--- config.mk ---
export PLATFORM = sky130hd
export DESIGN_NAME = c1541_img_server_flat
export DESIGN_NICKNAME = d
export VERILOG_FILES = /design/src/rtl/c1541_pkg.sv /design/src/rtl/c1541_img_server_if.sv /design/src/rtl/c1541_img_server.sv /design/src/flat_wrapper.sv
export SDC_FILE = /design/constraint.sdc
export NUM_CORES = 1
export LEC_CHECK = 0
export BUFFER_PORTS_ARGS = -buffer_cell sky130_fd_sc_hd__buf_2
export CAP_MARGIN = 20
export CORE_MARGIN = 2
export CORE_UTILIZATION = 47
export CTS_CLUSTER_SIZE = 12
export DETAILED_ROUTE_END_ITERATION = 16
export PLACE_DENSITY = 0.78
export REMOVE_ABC_BUFFERS = 1
export SLEW_MARGIN = 20
export SYNTH_ARGS = -nofsm -noshare
export SYNTH_HDL_FRONTEND = slang
export SYNTH_SLANG_ARGS = --single-unit
--- constraint.sdc ---
create_clock -name clk32 -period 2.7 [get_ports clk32]
set_clock_uncertainty 0.05 [all_clocks]
set_input_delay 0.54 -clock clk32 [delete_from_list [all_inputs] [get_ports clk32]]
set_output_delay 0.54 -clock clk32 [all_outputs]
set_load 0.005 [all_outputs]
--- src/rtl/c1541_pkg.sv ---
// Shared types for the 1541 image server: FSM state encoding and block size.
package c1541_pkg;
  localparam int BLK_BYTES = 512;

  typedef enum logic [2:0] {
    IDLE, RD_MEM, RD_PUT, WR_ADDR, WR_LAT, WR_MEM, DONE
  } state_t;
endpackage

--- src/rtl/c1541_img_server_if.sv ---
// Bus bundles: the drive's SD block port and the byte-wide image memory port.
interface c1541_sd_if #(parameter int BLK_LOG2 = 9);
  logic [31:0]         sd_lba;
  logic                sd_rd;
  logic                sd_wr;
  logic                sd_ack;
  logic [BLK_LOG2-1:0] sd_buff_addr;
  logic [7:0]          sd_buff_dout;
  logic                sd_buff_wr;
  logic [7:0]          sd_buff_din;

  modport master (output sd_lba, sd_rd, sd_wr, sd_buff_din,
                  input  sd_ack, sd_buff_addr, sd_buff_dout, sd_buff_wr);
  modport slave  (input  sd_lba, sd_rd, sd_wr, sd_buff_din,
                  output sd_ack, sd_buff_addr, sd_buff_dout, sd_buff_wr);
endinterface

interface c1541_mem_if #(parameter int MEM_AW = 24);
  logic [MEM_AW-1:0] mem_addr;
  logic              mem_rd;
  logic              mem_wr;
  logic [7:0]        mem_din;
  logic [7:0]        mem_dout;
  logic              mem_ready;

  modport master (output mem_addr, mem_rd, mem_wr, mem_din,
                  input  mem_dout, mem_ready);
  modport slave  (input  mem_addr, mem_rd, mem_wr, mem_din,
                  output mem_dout, mem_ready);
endinterface

--- src/rtl/c1541_img_server.sv ---
// Serves 512-byte SD block reads/writes for the 1541 requester out of an image in byte-wide memory.
module c1541_img_server
  import c1541_pkg::*;
#(
  parameter int MEM_AW   = 24,
  parameter int BLK_LOG2 = 9
) (
  input  logic                       clk32,
  input  logic                       reset,
  input  logic [MEM_AW-BLK_LOG2-1:0] img_blocks,
  input  logic                       img_readonly,
  c1541_sd_if.slave                  sd,
  c1541_mem_if.master                mem
);
  localparam int LW = MEM_AW - BLK_LOG2;

  state_t              state_q, state_d;
  logic [BLK_LOG2-1:0] cnt_q, cnt_d;
  logic [LW-1:0]       lba_q, lba_d;
  logic                oor_q, oor_d;
  logic                ack_q, ack_d;
  logic                bwr_q, bwr_d;
  logic [BLK_LOG2-1:0] baddr_q, baddr_d;
  logic [7:0]          bdout_q, bdout_d;
  logic [MEM_AW-1:0]   maddr_q, maddr_d;
  logic                mrd_q, mrd_d;
  logic                mwr_q, mwr_d;
  logic [7:0]          mdin_q, mdin_d;

  logic                req_oor;
  logic                last;
  logic [BLK_LOG2-1:0] cnt_inc;

  assign req_oor = sd.sd_lba >= {{(32-LW){1'b0}}, img_blocks};
  assign last    = &cnt_q;
  assign cnt_inc = cnt_q + 1'b1;

  always_comb begin
    state_d = state_q;
    cnt_d   = cnt_q;
    lba_d   = lba_q;
    oor_d   = oor_q;
    ack_d   = ack_q;
    bwr_d   = 1'b0;
    baddr_d = baddr_q;
    bdout_d = bdout_q;
    maddr_d = maddr_q;
    mrd_d   = mrd_q;
    mwr_d   = mwr_q;
    mdin_d  = mdin_q;
    case (state_q)
      IDLE: begin
        if (sd.sd_rd || sd.sd_wr) begin
          lba_d   = sd.sd_lba[LW-1:0];
          oor_d   = req_oor;
          cnt_d   = '0;
          ack_d   = 1'b1;
          maddr_d = {sd.sd_lba[LW-1:0], {BLK_LOG2{1'b0}}};
          if (sd.sd_rd) begin
            state_d = RD_MEM;
            mrd_d   = !req_oor;
          end else begin
            state_d = WR_ADDR;
            baddr_d = '0;
          end
        end
      end
      // mrd_q low here means the block is out of range: deliver zeros without touching memory
      RD_MEM: begin
        if (!mrd_q || mem.mem_ready) begin
          mrd_d   = 1'b0;
          bdout_d = mrd_q ? mem.mem_dout : 8'h00;
          baddr_d = cnt_q;
          bwr_d   = 1'b1;
          state_d = RD_PUT;
        end
      end
      RD_PUT: begin
        if (last) begin
          state_d = DONE;
        end else begin
          cnt_d   = cnt_inc;
          maddr_d = {lba_q, cnt_inc};
          mrd_d   = !oor_q;
          state_d = RD_MEM;
        end
      end
      WR_ADDR: state_d = WR_LAT;
      WR_LAT: begin
        mdin_d  = sd.sd_buff_din;
        mwr_d   = !(oor_q || img_readonly);
        state_d = WR_MEM;
      end
      WR_MEM: begin
        if (!mwr_q || mem.mem_ready) begin
          mwr_d = 1'b0;
          if (last) begin
            state_d = DONE;
          end else begin
            cnt_d   = cnt_inc;
            baddr_d = cnt_inc;
            maddr_d = {lba_q, cnt_inc};
            state_d = WR_ADDR;
          end
        end
      end
      DONE: begin
        ack_d   = 1'b0;
        cnt_d   = '0;
        state_d = IDLE;
      end
      default: state_d = IDLE;
    endcase
  end

  always_ff @(posedge clk32 or posedge reset) begin
    if (reset) begin
      state_q <= IDLE;
      cnt_q   <= '0;
      lba_q   <= '0;
      oor_q   <= 1'b0;
      ack_q   <= 1'b0;
      bwr_q   <= 1'b0;
      baddr_q <= '0;
      bdout_q <= '0;
      maddr_q <= '0;
      mrd_q   <= 1'b0;
      mwr_q   <= 1'b0;
      mdin_q  <= '0;
    end else begin
      state_q <= state_d;
      cnt_q   <= cnt_d;
      lba_q   <= lba_d;
      oor_q   <= oor_d;
      ack_q   <= ack_d;
      bwr_q   <= bwr_d;
      baddr_q <= baddr_d;
      bdout_q <= bdout_d;
      maddr_q <= maddr_d;
      mrd_q   <= mrd_d;
      mwr_q   <= mwr_d;
      mdin_q  <= mdin_d;
    end
  end

  assign sd.sd_ack       = ack_q;
  assign sd.sd_buff_wr   = bwr_q;
  assign sd.sd_buff_addr = baddr_q;
  assign sd.sd_buff_dout = bdout_q;
  assign mem.mem_addr    = maddr_q;
  assign mem.mem_rd      = mrd_q;
  assign mem.mem_wr      = mwr_q;
  assign mem.mem_din     = mdin_q;
endmodule
--- src/flat_wrapper.sv ---
// flat-port wrapper written by rule: the top's interface ports become plain ports
module c1541_img_server_flat import c1541_pkg::*;
#(
  parameter int MEM_AW   = 24,
  parameter int BLK_LOG2 = 9
)
  (clk32, reset, img_blocks, img_readonly, sd_sd_lba, sd_sd_rd, sd_sd_wr, sd_sd_buff_din, sd_sd_ack, sd_sd_buff_addr, sd_sd_buff_dout, sd_sd_buff_wr, mem_mem_addr, mem_mem_rd, mem_mem_wr, mem_mem_din, mem_mem_dout, mem_mem_ready);
  c1541_sd_if #(.BLK_LOG2(BLK_LOG2)) sd_i ();
  c1541_mem_if #(.MEM_AW(MEM_AW)) mem_i ();
  input  logic clk32;
  input  logic reset;
  input  logic [MEM_AW-BLK_LOG2-1:0] img_blocks;
  input  logic img_readonly;
  input wire logic [$bits(sd_i.sd_lba)-1:0] sd_sd_lba;
  input wire logic [$bits(sd_i.sd_rd)-1:0] sd_sd_rd;
  input wire logic [$bits(sd_i.sd_wr)-1:0] sd_sd_wr;
  input wire logic [$bits(sd_i.sd_buff_din)-1:0] sd_sd_buff_din;
  output wire logic [$bits(sd_i.sd_ack)-1:0] sd_sd_ack;
  output wire logic [$bits(sd_i.sd_buff_addr)-1:0] sd_sd_buff_addr;
  output wire logic [$bits(sd_i.sd_buff_dout)-1:0] sd_sd_buff_dout;
  output wire logic [$bits(sd_i.sd_buff_wr)-1:0] sd_sd_buff_wr;
  output wire logic [$bits(mem_i.mem_addr)-1:0] mem_mem_addr;
  output wire logic [$bits(mem_i.mem_rd)-1:0] mem_mem_rd;
  output wire logic [$bits(mem_i.mem_wr)-1:0] mem_mem_wr;
  output wire logic [$bits(mem_i.mem_din)-1:0] mem_mem_din;
  input wire logic [$bits(mem_i.mem_dout)-1:0] mem_mem_dout;
  input wire logic [$bits(mem_i.mem_ready)-1:0] mem_mem_ready;
  assign sd_i.sd_lba = sd_sd_lba;
  assign sd_i.sd_rd = sd_sd_rd;
  assign sd_i.sd_wr = sd_sd_wr;
  assign sd_i.sd_buff_din = sd_sd_buff_din;
  assign sd_sd_ack = sd_i.sd_ack;
  assign sd_sd_buff_addr = sd_i.sd_buff_addr;
  assign sd_sd_buff_dout = sd_i.sd_buff_dout;
  assign sd_sd_buff_wr = sd_i.sd_buff_wr;
  assign mem_mem_addr = mem_i.mem_addr;
  assign mem_mem_rd = mem_i.mem_rd;
  assign mem_mem_wr = mem_i.mem_wr;
  assign mem_mem_din = mem_i.mem_din;
  assign mem_i.mem_dout = mem_mem_dout;
  assign mem_i.mem_ready = mem_mem_ready;
  c1541_img_server #(.MEM_AW(MEM_AW), .BLK_LOG2(BLK_LOG2)) u_core (.clk32(clk32), .reset(reset), .img_blocks(img_blocks), .img_readonly(img_readonly), .sd(sd_i), .mem(mem_i));
endmodule
==> impl_results.md <==
* R2R cell count at 9
* Vias in the first global route at between 3000 and 4000
* Final hold violation count at 0
* Post-DRT Antenna Nets at 0
* Layout area overhead at 23.3%
* Top cells by area, synth: dfrtp_1, nand2_1, ha_1
* Final Max Slew Viols at 0
* Worst-path maximum fanout at 12
* # hold bufs at CTS at 0
* VDD IR-drop max at between 0.3 and 0.4 mV
* Final wirelength at 9.57 mm
* Worst hold path class: in -> async
* Gpl congestion at ~0.83
* Max_cap viols at 0
* Share of post-route cells with drive strength above 1 at 29.9%
* Post-Synth Adder-Cell Area at 5.10%
* Max Fclk at around 0.39 GHz
* R2r setup slk at approximately 0.13 ns
* DRC at 0
* Final setup vio count at 0
* Post-synth top area cell: dfrtp_1
* Distinct cells, synth at between 50 and 60
* Clock transition at the registers of the reported paths at 0.08 ns
* IO Pins at approximately 120
* WP data required at ~2.9 ns
* DIE HEIGHT at between 90 and 100 um
* Gr usage total at between 20% and 30%
* Seq/Total Area, Yosys at about half
* Avg Inst Size Synth at between 9 and 10 um^2
* Kind of critical path: reg -> reg
* Mux contribution to synthesized area at between 7 and 8%
* Setup crit end kind: register
* Total number of vias at between 3000 and 4000
* Nets at between 600 and 700
* Cell Rows at 34
* Postcts setup bufs at 0
* Top cell type's share of synthesized area at around 49%
* Initial Util at a little under 50%
* Status: completed
* Data arrival, critical path at about 2.8 ns
* Critical R2R Capture: u_core.cnt_q[7]
* Port bufs at roughly 120
* Fin crit period at 2.57 ns
* Synth Warn # at 0
* Ys async rst share at 100%
* P_leak at ~0.0027 uW
* ANT cells at 0
* Mapped Cells at 446
* WL/cell at 14.1 um
* Worst-Skew Late Latency at around 0.34 ns
* First-pass DRT Iterations at 4
* Synth Cell Area at 0.00417 mm^2
* Worst slew margin at between 40% and 50%
* Hold_ws at between 0.2 and 0.3 ns
* Ys flop type: dfrtp_1
* Post-synth EDFFs at 0
* CTS tree: done
* Post-DP HPWL at roughly 7.2 mm
* Pwr dens at a little over 900 mW/mm^2
* Largest family of logic cells by synthesized area: simple AND/OR/NAND/NOR gates
* CTS Buffer Depth at 2
* Num CTS Buffers at 9
* Via density at 5.33
* Multi-input gate area at a little under 0.002 mm^2
* Drt initial violations at about 160
* Flops & latches, synth at 81
* Largest net degree at the start of global routing at 47
* Register area at approximately 0.002 mm^2
* Synth Area in XOR/XNOR at 2.73%
* Synth Area in Compound Gates at ~11%
* Fill cells at ~780
* Synth Area in Simple Gates at a little under a fifth
* Worst-Margin Slew at approximately 0.80 ns
* Die Wd at between 90 and 100 um
* Global-route wire length before repair at 16.1 mm
* Period utilisation layout at a little over nine tenths
* H-tree depth reported by CTS at 3
* Critical Path Start Type: register
* Full die area at just under 0.01 mm^2
* Total gr overflow at 0
* Post_cts resized at 0
* Core area at 0.00868 mm^2
* Setup TNS at 0 ns
* Antenna violations before repair at 0
* Clk root buf: clkbuf_8
* Worst R2R Start: u_core.cnt_q[0]
* CTS sink cnt at 81
report_power, final:
part / internal [uW] / switching (uW)
combinational: 852 / 1120
sequential: 1580 / 247
clock: 451 / 413
kinds of logic (layout without fill, tap and decap cells):
| logic type | after synthesis | after routing |
|---|---|---|
| muxes | 29 | 29 |
| AOI/OAI and AO/OA | 79 | 79 |
| and+or+nand+nor | 175 | 175 |
| buffers and inverters | 52 | 178 |
| DFF | 81 | 81 |
| adders and majority gates | 17 | 17 |
| xor gates and xnor gates | 13 | 13 |
critical path: stages (launching register included):
cell     delay (ns)
dfrtp_1        0.40
ha_1           0.22
and3_1         0.21
and3_1         0.24
and3_1         0.20
ha_1           0.19
buf_4          0.19
or2_1          0.34
or3_1          0.38
o21ai_0        0.08
placed cells by master, fill, tap and decap left out, types with 3 or more instances in the layout:
cell	netlist	final
ha_1	17	17
mux2i_1	20	20
or3_1	4	3
clkbuf_8	0	10
o31ai_1	6	6
buf_2	11	121
clkbuf_1	10	3
a21oi_1	25	25
xor2_1	4	4
clkinv_2	0	3
nor2_1	24	24
o21ai_0	26	26
nand2_1	93	93
nand3_1	19	19
nor4_1	4	4
mux2_2	9	9
dfrtp_1	81	81
a22o_1	3	3
xnor2_1	9	9
nand4_1	3	3
nor3_1	8	8
inv_1	24	23
and3_1	3	3
buf_4	3	14
nor2b_1	5	4
registers in the layout (all words and copies together), names as in the netlist:
name                    count
u_core.sd.sd_buff_addr      9
u_core.mem.mem_din          8
u_core.mem.mem_addr        24
u_core.oor_q                1
u_core.sd.sd_buff_dout      8
u_core.cnt_q                9
u_core.lba_q               15
u_core.mem.mem_rd           1
u_core.sd.sd_ack            1
u_core.mem.mem_wr           1
u_core.sd.sd_buff_wr        1
u_core.state_q              3
stage by stage:
step                cells  power (uW)  area (um^2)  utilization (%)  setup WS (ns)
finish                680        4670         5140             59.2          0.131
global route          680        5020         5140             59.2       -0.00851
CTS                   680        4660         5100             58.8         0.0935
detailed placement    664        3780         4910             56.6          0.113
global placement      664        3690         4910             56.6          0.203
floorplan             419        3000         4020                -        -0.0982
cell usage after synthesis (2+ instances only):
cell type / count
dfrtp_1: 81
buf_6: 3
nor3b_1: 2
o21a_1: 2
mux2_2: 9
nor3_1: 8
ha_1: 17
nand2_1: 93
o31ai_1: 6
buf_2: 11
nand3_1: 19
nor2_1: 24
mux2i_1: 20
nor2b_1: 5
nor4_1: 4
buf_4: 3
xor2_1: 4
xnor2_1: 9
or3_1: 4
nand4_1: 3
o41ai_1: 2
nand2b_1: 2
o22ai_1: 2
a22o_1: 3
o21ai_0: 26
a21oi_1: 25
inv_1: 24
clkbuf_1: 10
and3_1: 3
final cells by class:
| type | count | share of cell area [%] |
|---|---|---|
| multi-input combinational | 313 | 37.8 |
| timing repair buffer | 137 | 14.6 |
| clock inverter | 3 | 0.779 |
| sequential | 81 | 39.4 |
| tap | 108 | 2.63 |
| inverter | 25 | 1.85 |
| clock buffer | 13 | 2.90 |
how the worst max path moves through the flow:
stage | to | start
after floorplan | u_core.mem.mem_addr[8] | u_core.cnt_q[0]
after global placement | u_core.cnt_q[5] | u_core.cnt_q[0]
after detailed placement | u_core.cnt_q[6] | u_core.cnt_q[0]
after CTS | u_core.cnt_q[4] | u_core.cnt_q[0]
after global routing | u_core.cnt_q[6] | u_core.cnt_q[0]
final | u_core.cnt_q[7] | u_core.cnt_q[0]
metal layers:
layer	global-route usage [%]	wire length, um
met1	26.1	4230
met2	35.2	4710
met5	0	0
met4	5.58	115
met3	4.15	510
Note: power is estimated with default switching activity, not from simulation.
